[src/rtl/collision_tracker.sv]
// collision_tracker: per-frame collision engine for ship, asteroids and bullets.
// Overlaps seen during a frame are accumulated and then latched on the frame strobe.
// The latched results drive hit pulses, a saturating score and an asteroid-hit event queue.
// Optional ship invulnerability window: define COLLISION_SHIP_INVULN_EN.
module collision_tracker #(
    parameter int N_AST         = 10,
    parameter int N_BUL         = 4,
    parameter int FIFO_DEPTH    = 8,
    parameter int SCORE_W       = 10,
    parameter int SCORE_MAX     = 999,
    parameter int ID_W          = (N_AST > 1) ? $clog2(N_AST) : 1,
    parameter int INVULN_FRAMES = 60
) (
    input  logic               clk_pix,
    input  logic               reset_n,
    input  logic               frame,
    input  logic               de,
    input  logic               ship_drawing,
    input  logic [N_AST-1:0]   ast_drawing,
    input  logic [N_BUL-1:0]   bul_drawing,
    output logic [N_AST-1:0]   ast_hit,
    output logic [N_BUL-1:0]   bul_hit,
    output logic               ship_hit,
    output logic [SCORE_W-1:0] score,
    output logic               evt_valid,
    input  logic               evt_ready,
    output logic [ID_W-1:0]    evt_id,
    output logic               evt_overflow
);

    localparam int PTR_W = $clog2(FIFO_DEPTH);
    localparam int CNT_W = PTR_W + 1;
    localparam int POP_W = $clog2(N_AST + 1);
    localparam int SUM_W = ((SCORE_W > POP_W) ? SCORE_W : POP_W) + 1;

    typedef enum logic {
        S_IDLE,
        S_SCAN
    } scan_state_t;

    logic [N_AST-1:0] acc_ast;
    logic [N_BUL-1:0] acc_bul;
    logic             acc_ship;
    logic             any_ast;
    logic             any_bul;

    logic [POP_W-1:0]   acc_pop;
    logic [SUM_W-1:0]   score_sum;
    logic [SCORE_W-1:0] score_next;

    scan_state_t      state;
    scan_state_t      state_next;
    logic [N_AST-1:0] scan_vec;
    logic [ID_W-1:0]  scan_idx;
    logic             scan_last;
    logic             push;
    logic             drop_scan;

    logic [ID_W-1:0]  fifo_mem [FIFO_DEPTH];
    logic [PTR_W-1:0] wr_ptr;
    logic [PTR_W-1:0] rd_ptr;
    logic [CNT_W-1:0] fifo_cnt;
    logic             fifo_full;
    logic             pop;
    logic             wr_en;
    logic             lost;

    assign any_ast = |ast_drawing;
    assign any_bul = |bul_drawing;

    // Accumulate visible-region overlaps; the frame strobe clears them as they are latched
    always_ff @(posedge clk_pix or negedge reset_n) begin
        if (!reset_n) begin
            acc_ast  <= '0;
            acc_bul  <= '0;
            acc_ship <= 1'b0;
        end else if (frame) begin
            acc_ast  <= '0;
            acc_bul  <= '0;
            acc_ship <= 1'b0;
        end else if (de) begin
            acc_ast  <= acc_ast | (ast_drawing & {N_AST{any_bul}});
            acc_bul  <= acc_bul | (bul_drawing & {N_BUL{any_ast}});
            acc_ship <= acc_ship | (ship_drawing & any_ast);
        end
    end

    // Asteroid and bullet hits are one-cycle pulses following the frame strobe
    always_ff @(posedge clk_pix or negedge reset_n) begin
        if (!reset_n) begin
            ast_hit <= '0;
            bul_hit <= '0;
        end else if (frame) begin
            ast_hit <= acc_ast;
            bul_hit <= acc_bul;
        end else begin
            ast_hit <= '0;
            bul_hit <= '0;
        end
    end

`ifdef COLLISION_SHIP_INVULN_EN
    localparam int INV_W = (INVULN_FRAMES > 0) ? $clog2(INVULN_FRAMES + 1) : 1;

    logic [INV_W-1:0] invuln_cnt;

    // Ship hit with an invulnerability window counted in frames after each registered hit
    always_ff @(posedge clk_pix or negedge reset_n) begin
        if (!reset_n) begin
            ship_hit   <= 1'b0;
            invuln_cnt <= '0;
        end else if (frame) begin
            if (invuln_cnt != '0) begin
                invuln_cnt <= invuln_cnt - INV_W'(1);
                ship_hit   <= 1'b0;
            end else if (acc_ship) begin
                invuln_cnt <= INV_W'(INVULN_FRAMES);
                ship_hit   <= 1'b1;
            end else begin
                ship_hit   <= 1'b0;
            end
        end
    end
`else
    logic unused_invuln;
    assign unused_invuln = (INVULN_FRAMES != 0);

    // Ship hit level follows the accumulated ship overlap of the previous frame
    always_ff @(posedge clk_pix or negedge reset_n) begin
        if (!reset_n) begin
            ship_hit <= 1'b0;
        end else if (frame) begin
            ship_hit <= acc_ship;
        end
    end
`endif

    // Population count of shot asteroids and the saturated score candidate
    always_comb begin
        acc_pop = '0;
        for (int unsigned i = 0; i < N_AST; i++) begin
            acc_pop = acc_pop + POP_W'(acc_ast[i]);
        end
        score_sum  = SUM_W'(score) + SUM_W'(acc_pop);
        score_next = (score_sum > SUM_W'(SCORE_MAX)) ? SCORE_W'(SCORE_MAX)
                                                      : score_sum[SCORE_W-1:0];
    end

    // Score register, updated once per frame strobe
    always_ff @(posedge clk_pix or negedge reset_n) begin
        if (!reset_n) begin
            score <= '0;
        end else if (frame) begin
            score <= score_next;
        end
    end

    // Scanner next state and push decision; a new frame restarts any scan in progress
    always_comb begin
        state_next = state;
        push       = 1'b0;
        drop_scan  = 1'b0;
        scan_last  = (scan_idx == ID_W'(N_AST - 1));
        if (state == S_SCAN) begin
            push = scan_vec[scan_idx];
        end
        if (frame) begin
            drop_scan  = (state == S_SCAN);
            state_next = (|acc_ast) ? S_SCAN : S_IDLE;
        end else if ((state == S_SCAN) && scan_last) begin
            state_next = S_IDLE;
        end
    end

    // Scanner state, latched vector and index
    always_ff @(posedge clk_pix or negedge reset_n) begin
        if (!reset_n) begin
            state    <= S_IDLE;
            scan_vec <= '0;
            scan_idx <= '0;
        end else begin
            state <= state_next;
            if (frame) begin
                scan_vec <= acc_ast;
                scan_idx <= '0;
            end else if (state == S_SCAN) begin
                scan_idx <= scan_last ? '0 : scan_idx + ID_W'(1);
            end
        end
    end

    assign evt_valid = (fifo_cnt != '0);
    assign fifo_full = (fifo_cnt == CNT_W'(FIFO_DEPTH));
    assign pop       = evt_valid & evt_ready;
    assign wr_en     = push & (~fifo_full | pop);
    assign lost      = push & fifo_full & ~pop;
    assign evt_id    = fifo_mem[rd_ptr];

    // Event queue storage; a push into a full queue is accepted only alongside a pop
    always_ff @(posedge clk_pix or negedge reset_n) begin
        if (!reset_n) begin
            for (int unsigned i = 0; i < FIFO_DEPTH; i++) begin
                fifo_mem[i] <= '0;
            end
        end else if (wr_en) begin
            fifo_mem[wr_ptr] <= scan_idx;
        end
    end

    // Event queue pointers, occupancy and sticky loss flag
    always_ff @(posedge clk_pix or negedge reset_n) begin
        if (!reset_n) begin
            wr_ptr       <= '0;
            rd_ptr       <= '0;
            fifo_cnt     <= '0;
            evt_overflow <= 1'b0;
        end else begin
            if (wr_en) begin
                wr_ptr <= wr_ptr + PTR_W'(1);
            end
            if (pop) begin
                rd_ptr <= rd_ptr + PTR_W'(1);
            end
            case ({wr_en, pop})
                2'b10:   fifo_cnt <= fifo_cnt + CNT_W'(1);
                2'b01:   fifo_cnt <= fifo_cnt - CNT_W'(1);
                default: fifo_cnt <= fifo_cnt;
            endcase
            if (lost || drop_scan) begin
                evt_overflow <= 1'b1;
            end
        end
    end

endmodule
[config.mk]
export PLATFORM = sky130hd
export DESIGN_NAME = collision_tracker
export DESIGN_NICKNAME = d
export VERILOG_FILES = /design/src/rtl/collision_tracker.sv
export SDC_FILE = /design/constraint.sdc
export NUM_CORES = 1
export LEC_CHECK = 0
export CORE_ASPECT_RATIO = 0.7
export CORE_MARGIN = 1.5
export CORE_UTILIZATION = 60
export CTS_CLUSTER_SIZE = 40
export DETAILED_ROUTE_END_ITERATION = 8
export GPL_TIMING_DRIVEN = 0
export PLACE_DENSITY = 0.93
export SLEW_MARGIN = 20
export SYNTH_ARGS = -nofsm -noshare
export SYNTH_HDL_FRONTEND = slang
export SYNTH_SLANG_ARGS = --single-unit
[constraint.sdc]
create_clock -name clk_pix -period 11.6 [get_ports clk_pix]
set_input_delay 2.32 -clock clk_pix [delete_from_list [all_inputs] [get_ports clk_pix]]
set_output_delay 2.32 -clock clk_pix [all_outputs]
set_load 0.02 [all_outputs]
==> results.json, run 1 <==
{
  "outcome": "completed",
  "dieHeight_um": 78.05,
  "layout.area.seq_um2": 2452,
  "p_per_area_nw_per_um2": 221.9,
  "ant_nets": 0,
  "layout-drive-gt1-share_pct": 17.24,
  "yosysWarnings": 0,
  "cts_setup_buffers": 0,
  "required_ns": 11.83,
  "synth-edff-count": 0,
  "cts_htree_levels": 3,
  "relSlewSlack_pct": 42.39,
  "coreArea_um2": 7838,
  "crit_arrival_ns": 5.40,
  "synthAdderAreaFrac_pct": 6.428,
  "die_w_um": 110.2,
  "hold_buffers": 0,
  "clkSinkCount": 98,
  "rsz0062_at_grt": "no",
  "clk_path_buf_depth": 2,
  "ios": 51,
  "synth_top_area_share_pct": 50.80,
  "grt_pass1_wl_mm": 18.59,
  "finalCritPeriodShare_pct": 44.59,
  "gr-total-overflow": 0,
  "whs_ns": 0.4820,
  "ys_async_sr_fraction_pct": 100.0,
  "fin_crit_ns": 5.172,
  "cellLeakagePower_uw": 0.002656,
  "syn_area_per_cell_um2": 12.16,
  "synth-simple-area-share_pct": 13.74,
  "track_usage_pct": 29.44,
  "wl_per_cell_um": 20.36,
  "critPathKind": "input port to flop",
  "synth-xor-area-share_pct": 1.996,
  "seq_area_frac_synth_pct": 50.80,
  "antenna_found_initial": 0,
  "synth-main-ff-cell": "dfrtp_1",
  "slew_violations": 0,
  "cp-end-kind": "flop",
  "worst_pin_slew_ns": 0.8642,
  "setup_viol": 0,
  "areaGrowthSynthToFinish_pct": 19.85,
  "hp-class": "flop to flop",
  "ys_seq_elements": 98,
  "fin_nets": 499,
  "fmax_mhz": 193.3,
  "ir_worst_vdd_mv": 0.1126,
  "placed_area_um2": 5483,
  "grt_max_degree": 67,
  "syn_area_um2": 4827,
  "wl_met1_mm": 5.114,
  "clock-root-buffer": "clkbuf_16",
  "synth.distinct_cells": 54,
  "wl_met2_mm": 5.334,
  "crit_fanout": 10,
  "wl_met3_um": 835,
  "synth_most_common_cell": "dfrtp_1",
  "synth_compound_area_share_pct": 8.968,
  "cts_resized": 0,
  "highest_layer": "met4",
  "maxCapViolCount": 0,
  "synthMuxAreaShare_pct": 14.85,
  "cts_tree": "built",
  "synth_commonest_cells": "dfrtp_1 (98), nor2_1 (40), mux2_2 (39), a21oi_1 (27), inv_1 (23)",
  "fill_cells": 495,
  "synthTopCellsByArea": "dfrtp_1 (51%), mux2_2 (9.1%), mux4_2 (4.7%), fa_1 (3.3%), ha_1 (3.1%)",
  "hpwl_mm": 7.989,
  "synth_top_area_cell": "dfrtp_1",
  "layoutNonFillerInstCount": 565,
  "synthCells": 397,
  "finalHoldViolations": 0,
  "synth_top_family_by_area": "multiplexers",
  "place_congestion": 0.9442,
  "placed_cells": 549,
  "initial_utilization_pct": 61.59,
  "grt_pass1_vias": 3563,
  "fin_setup_tns_ns": 0,
  "design.die.area_um2": 8601,
  "antennaDiodeCount": 0,
  "skew_ns": 0.007481,
  "drt_iter0_drc": 310,
  "fin_area_um2": 5786,
  "drc": 0,
  "worstSkewPairLatency_ns": 0.35,
  "firstDrtPassIters": 7,
  "rows": 27,
  "start_kind": "input port",
  "dr_total_vias": 3521,
  "multi_input_area_um2": 2220,
  "viasPerCell": 6.232,
  "port_buffers": 50,
  "clk_pin_slew_worst_paths_ns": 0.07,
  "cts_buffers": 9,
  "final_util_pct": 73.82,
  "totalWireLength_mm": 11.51,
  "synth_fp_nets": 437
}
[critical path, stage by stage]
cell             delay [ns]
clkdlybuf4s50_1        0.41
nand2b_1               0.15
nor4_1                 0.42
buf_1                  0.71
nor3b_2                0.17
inv_1                  0.09
ha_1                   0.19
ha_1                   0.25
a21o_1                 0.18
a21oi_1                0.16
xnor2_1                0.14
nor2_1                 0.07
xor2_1                 0.14
[logic make-up (layout without fill, tap and decap cells)]
family	count (synthesis)	after routing
flops	98	98
simple gates	111	111
fa+ha+maj	20	20
xor+xnor	11	11
compound gates	64	64
mux	54	54
buf+inv	39	106
[worst paths after layout]
kind,startpoint,end,slack [ns],cells after the start
worst max-delay path,evt_ready,fifo_cnt[3],6.43,13
worst min-delay path,scan_vec[3],scan_vec[3],0.48,1
worst max register to register,acc_ast[4],score[0],6.73,12
worst min register to register,scan_vec[3],scan_vec[3],0.48,1
max in group asynchronous,reset_n,rd_ptr[1],9.14,2
min in group asynchronous,reset_n,score[7],1.85,1
[layout make-up]
cell class | count | area share (%)
flip-flops and latches | 98 | 42.39
plain buffers | 15 | 1.125
multi-input cells | 260 | 38.37
inverters | 24 | 1.557
well taps | 101 | 2.184
clock inverters | 6 | 1.276
repair buffers | 51 | 9.148
clock buffers | 10 | 3.958
[stage by stage]
stage,worst slack [ns],total power (uW)
final,6.428,1284
after global routing,6.182,1351
after CTS,6.417,1276
after detailed placement,6.068,961.4
after global placement,4.775,929.1
after floorplan,6.875,807.4
[sequential cells by signal, summed over array words and instances, names as in the netlist]
signal	cells
rd_ptr	3
fifo_mem	32
bul_hit	4
wr_ptr	3
evt_overflow	1
fifo_cnt	4
scan_vec	10
acc_bul	4
acc_ast	10
scan_idx	4
acc_ship	1
score	10
ship_hit	1
ast_hit	10
state	1
[cells in the final DEF, fill, tap and decap left out, types with 3 or more instances in the layout]
cell type / instances
nand2b_1: 3
buf_1: 3
nand2_1: 20
dfrtp_1: 98
clkdlybuf4s50_1: 49
and2_1: 12
a21oi_1: 27
fa_1: 8
nor2_1: 40
clkbuf_16: 9
or4_1: 3
nor4_1: 4
a21o_1: 11
clkinv_4: 3
mux2_2: 39
nand3_1: 3
mux2i_1: 3
o22a_1: 3
xnor2_1: 6
mux4_2: 10
nand4_1: 3
clkbuf_1: 11
nor4_4: 4
ha_1: 12
inv_1: 23
nor3_1: 3
o21ai_0: 7
xor2_1: 5
[power by group]
part           switching [uW]  leakage (uW)  internal (uW)
combinational             277       0.00124            227
sequential               67.4       0.00127            406
clock                     136      0.000148            170
total                     481       0.00266            803
[routing by layer]
metal,vias up,track usage (%)
met5,-,0
met4,0,10.00
met3,25,6.894
met2,171,44.16
met1,1788,42.58
li1,1537,-
No activity file was read; power rests on OpenSTA's default activity.
==> inputs of run 2 (changes only) <==
--- a/config.mk
+++ b/config.mk
@@ -7,11 +7,11 @@
 export LEC_CHECK = 0
 export CORE_ASPECT_RATIO = 0.7
 export CORE_MARGIN = 1.5
-export CORE_UTILIZATION = 60
+export CORE_UTILIZATION = 57
 export CTS_CLUSTER_SIZE = 40
 export DETAILED_ROUTE_END_ITERATION = 8
 export GPL_TIMING_DRIVEN = 0
-export PLACE_DENSITY = 0.93
+export PLACE_DENSITY = 0.89
 export SLEW_MARGIN = 20
 export SYNTH_ARGS = -nofsm -noshare
 export SYNTH_HDL_FRONTEND = slang
==> constraint.sdc (replaced) <==
create_clock -name clk_pix -period 5.2 [get_ports clk_pix]
set_input_delay 1.04 -clock clk_pix [delete_from_list [all_inputs] [get_ports clk_pix]]
set_output_delay 1.04 -clock clk_pix [all_outputs]
set_load 0.02 [all_outputs]
==> results.json, run 2 (synthesized netlist as in run 1, its figures left out) <==
{
  "fmax_mhz": 203.9,
  "critPathKind": "flop to flop",
  "firstDrtPassIters": 7,
  "power_frac_seq_pct": 37.6,
  "worstSkewPairLatency_ns": 0.35,
  "totalWireLength_mm": 10.98,
  "ant_nets": 0,
  "combPwrFrac_pct": 39.7,
  "worst_pin_slew_ns": 0.8608,
  "required_ns": 5.49,
  "cellLeakagePower_uw": 0.002633,
  "largest-register": "fifo_mem",
  "rows": 27,
  "gr-total-overflow": 0,
  "outcome": "completed",
  "fin_crit_ns": 4.904,
  "clkSinkCount": 98,
  "antenna_found_initial": 0,
  "antennaDiodeCount": 0,
  "layout-drive-gt1-share_pct": 17.24,
  "wl_per_cell_um": 19.43,
  "drc": 0,
  "layout.area.seq_um2": 2452,
  "final_common_cell": "dfrtp_1",
  "die_w_um": 113.0,
  "relSlewSlack_pct": 42.61,
  "place_congestion": 0.9469,
  "cts_tree": "built",
  "viasPerCell": 6.081,
  "cts_htree_levels": 3,
  "mostFrequentLayoutCells": "dfrtp_1 (98), clkdlybuf4s50_1 (49), nor2_1 (40)",
  "finalHoldViolations": 0,
  "dieHeight_um": 80.00,
  "rsz0062_at_grt": "no",
  "largest_register_ffs": 32,
  "grt_pass1_wl_mm": 17.82,
  "crit_arrival_ns": 5.19,
  "fill_cells": 549,
  "clk_path_buf_depth": 2,
  "grt_pass1_vias": 3392,
  "fin_nets": 499,
  "placed_cells": 549,
  "areaGrowthSynthToFinish_pct": 19.41,
  "clk_pin_slew_worst_paths_ns": 0.07,
  "intPower_uw": 1751,
  "finalCritPeriodShare_pct": 94.31,
  "drt_iter0_drc": 288,
  "cp-end-kind": "flop",
  "hp-class": "flop to flop",
  "port_buffers": 50,
  "crit_fanout": 4,
  "coreArea_um2": 8040,
  "pwr-share-clk_pct": 22.7,
  "hold_buffers": 0,
  "cts_resized": 0,
  "cts_buffers": 9,
  "ir_worst_vdd_mv": 0.2727,
  "track_usage_pct": 26.54,
  "ios": 51,
  "p_sw_uw": 1045,
  "cts_setup_buffers": 0,
  "layoutNonFillerInstCount": 565,
  "slew_violations": 0,
  "final_util_pct": 71.69,
  "multi_input_area_um2": 2220,
  "hpwl_mm": 7.770,
  "initial_utilization_pct": 60.04,
  "setup_viol": 0,
  "p_per_area_nw_per_um2": 485.0,
  "design.die.area_um2": 9039,
  "start_kind": "flop",
  "dr_total_vias": 3436,
  "maxCapViolCount": 0,
  "grt_max_degree": 56,
  "clock-root-buffer": "clkbuf_16",
  "skew_ns": 0.004652,
  "netSwitchingFraction_pct": 37.38
}
==> run 2: cell count changes in the layout (fill, tap and decap cells not counted) <==
cell / before / now
inv_6: 2 / 1
clkinvlp_4: 0 / 4
clkbuf_8: 0 / 1
bufinv_16: 1 / 0
clkinv_4: 3 / 0
==> run 2: per-stage QoR <==
stage	total power (uW)	hold slack, ns	TNS, ns	area (um2)	setup slack (ns)
5_1_grt	2946	0.4965	0	5764	0.1256
3_3_place_gp	2078	0.4548	-35.57	5454	-0.3666
4_1_cts	2785	0.4784	0	5764	0.3828
3_5_place_dp	2147	0.4618	0	5483	0.4101
2_1_floorplan	1801	0.4438	0	4827	0.8618
6_report	2796	0.4731	0	5764	0.2958
==> run 2: routing by layer <==
metal,GRT usage (%),routed length [um],vias up
met1,39.44,5219,1734
li1,-,-,1533
met3,7.365,762,17
met5,0,0,-
met4,5.750,121,0
met2,39.33,4877,152
==> run 2: cell type report <==
| type | count | area share, % |
|---|---|---|
| clock inverters | 5 | 0.6729 |
| well taps | 101 | 2.192 |
| clock buffers | 11 | 4.211 |
| plain buffers | 15 | 1.129 |
| repair buffers | 51 | 9.182 |
| multi-input cells | 260 | 38.51 |
| inverters | 24 | 1.563 |
| flip-flops and latches | 98 | 42.54 |
==> run 2: worst paths after layout <==
check	start	endpoint	slack (ns)	cells past startpoint
setup reg to reg	acc_ast[0]	score[2]	0.30	12
hold reg to reg	scan_vec[9]	scan_vec[9]	0.47	1
max in group asynchronous	reset_n	fifo_mem[18]	3.99	2
min in group asynchronous	reset_n	score[8]	0.60	1
hold / removal	scan_vec[9]	scan_vec[9]	0.47	1
setup / recovery	acc_ast[0]	score[2]	0.30	12
==> run 2: power by group through the flow <==
| stage | Combinational (uW) | Clock (uW) | Sequential, uW |
|---|---|---|---|
| 6_report | 1110 | 636 | 1050 |
| 5_1_grt | 1200 | 672 | 1070 |
| 4_1_cts | 1100 | 638 | 1050 |
| 3_5_place_dp | 1090 | 0 | 1060 |
| 3_3_place_gp | 1030 | 0 | 1050 |
| 2_1_floorplan | 736 | 0 | 1070 |
==> run 2: worst max-delay path, cell delays in order (launching register included) <==
cell       delay [ns]
dfrtp_1          0.45
fa_1             0.54
inv_1            0.06
fa_1             0.53
fa_1             0.43
fa_1             0.45
fa_1             0.44
or2b_1           0.30
a2111oi_4        0.31
xor2_1           0.30
o311ai_1         0.23
nor4b_2          0.55
o32a_1           0.24
==> inputs of run 3 (changes only) <==
--- a/config.mk
+++ b/config.mk
@@ -12,7 +12,6 @@
 export DETAILED_ROUTE_END_ITERATION = 8
 export GPL_TIMING_DRIVEN = 0
 export PLACE_DENSITY = 0.89
-export SLEW_MARGIN = 20
 export SYNTH_ARGS = -nofsm -noshare
 export SYNTH_HDL_FRONTEND = slang
 export SYNTH_SLANG_ARGS = --single-unit
==> results.json, run 3 (synthesized netlist as in run 1, its figures left out) <==
{
  "clkSinkCount": 98,
  "worst_pin_slew_ns": 0.8634,
  "initial_utilization_pct": 60.04,
  "clk_path_buf_depth": 2,
  "areaGrowthSynthToFinish_pct": 20.11,
  "rows": 27,
  "finalHoldViolations": 0,
  "skew_ns": 0.004989,
  "coreArea_um2": 8040,
  "grt_pass1_vias": 3510,
  "largest-register": "fifo_mem",
  "port_buffers": 50,
  "critPathKind": "flop to flop",
  "largest_register_ffs": 32,
  "fill_cells": 527,
  "cts_setup_buffers": 0,
  "grt_pass1_wl_mm": 18.23,
  "fmax_mhz": 203.8,
  "clk_pin_slew_worst_paths_ns": 0.06,
  "crit_fanout": 4,
  "firstDrtPassIters": 5,
  "clock-root-buffer": "clkbuf_16",
  "place_congestion": 0.9469,
  "track_usage_pct": 26.95,
  "totalWireLength_mm": 11.23,
  "finalCritPeriodShare_pct": 94.38,
  "slew_violations": 0,
  "cts_tree": "built",
  "wl_per_cell_um": 19.87,
  "rsz0062_at_grt": "no",
  "start_kind": "flop",
  "gr-total-overflow": 0,
  "placed_cells": 549,
  "drt_iter0_drc": 279,
  "relSlewSlack_pct": 42.44,
  "required_ns": 5.47,
  "die_w_um": 113.0,
  "grt_max_degree": 59,
  "final_common_cell": "dfrtp_1",
  "setup_viol": 0,
  "layoutNonFillerInstCount": 565,
  "drc": 0,
  "cellLeakagePower_uw": 0.002661,
  "cts_htree_levels": 3,
  "hold_buffers": 0,
  "ios": 51,
  "maxCapViolCount": 0,
  "cp-end-kind": "flop",
  "dieHeight_um": 80.00,
  "ant_nets": 0,
  "antennaDiodeCount": 0,
  "fin_nets": 499,
  "reg2reg_slack_ns": 0.29,
  "design.die.area_um2": 9039,
  "crit_arrival_ns": 5.18,
  "whs_ns": 0.4754,
  "outcome": "completed",
  "cts_resized": 0,
  "dr_total_vias": 3484,
  "ir_worst_vdd_mv": 0.2682,
  "layout-drive-gt1-share_pct": 17.24,
  "antenna_found_initial": 0,
  "hp-class": "flop to flop",
  "fin_crit_ns": 4.908,
  "hpwl_mm": 7.750,
  "worstSkewPairLatency_ns": 0.34,
  "mostFrequentLayoutCells": "dfrtp_1 (98), clkdlybuf4s50_1 (49), nor2_1 (40)",
  "viasPerCell": 6.166,
  "cts_buffers": 9,
  "p_per_area_nw_per_um2": 496.0
}
-- run 3: changes by cell type in the layout (fill, tap and decap cells not counted) --
cell	before	now
clkinvlp_4	4	1
bufinv_16	0	2
buf_4	0	1
buf_6	2	1
clkbuf_8	1	0
clkinv_2	0	1
clkinv_4	0	1
-- run 3: worst paths after layout --
check                            startpoint      endpoint  cells after the start
worst max-delay path             acc_ast[0]      score[2]                     12
worst max register to register   acc_ast[0]      score[2]                     12
worst min register to register  scan_vec[9]   scan_vec[9]                      1
worst min-delay path            scan_vec[9]   scan_vec[9]                      1
min in group asynchronous           reset_n      score[2]                      1
max in group asynchronous           reset_n  fifo_mem[15]                      2
-- run 3: worst max-delay path: stages, from the launching register on --
cell	delay, ns
dfrtp_1	0.47
fa_1	0.55
inv_1	0.06
fa_1	0.53
fa_1	0.43
fa_1	0.45
fa_1	0.43
or2b_1	0.30
a2111oi_4	0.31
xor2_1	0.29
o311ai_1	0.25
nor4b_2	0.56
o32a_1	0.24
-- run 3: final cells by class --
| class | instances | area (um2) | share of cell area, % |
|---|---|---|---|
| buffer | 15 | 65.06 | 1.122 |
| clock buffer | 10 | 229.0 | 3.949 |
| clock inverter | 6 | 90.09 | 1.554 |
| inverter | 24 | 90.09 | 1.554 |
| multi-input combinational | 260 | 2220 | 38.28 |
| sequential | 98 | 2452 | 42.30 |
| tap | 101 | 126.4 | 2.180 |
| timing repair buffer | 51 | 525.5 | 9.063 |
-- run 3: through the flow --
stage	power, uW	TNS (ns)	util [%]	area [um2]	worst slack (ns)
floorplan	1801	0	-	4827	0.8618
global placement	2078	-35.57	67.83	5454	-0.3666
detailed placement	2143	0	68.15	5479	0.4193
CTS	2866	0	72.11	5798	0.3888
global route	3023	0	72.11	5798	0.1314
finish	2876	0	72.11	5798	0.2921
-- run 3: power by group --
part	total [uW]	internal [uW]	switching, uW
clock	707	423	283
combinational	1120	507	614
sequential	1050	905	143
-- run 3: routing by layer --
layer / global-route usage, % / vias to the layer above / routed length [um]
li1: - / 1534 / -
met5: 0 / - / 0
met1: 38.39 / 1763 / 4985
met3: 8.428 / 17 / 923
met4: 5.625 / 0 / 165
met2: 41.22 / 170 / 5151
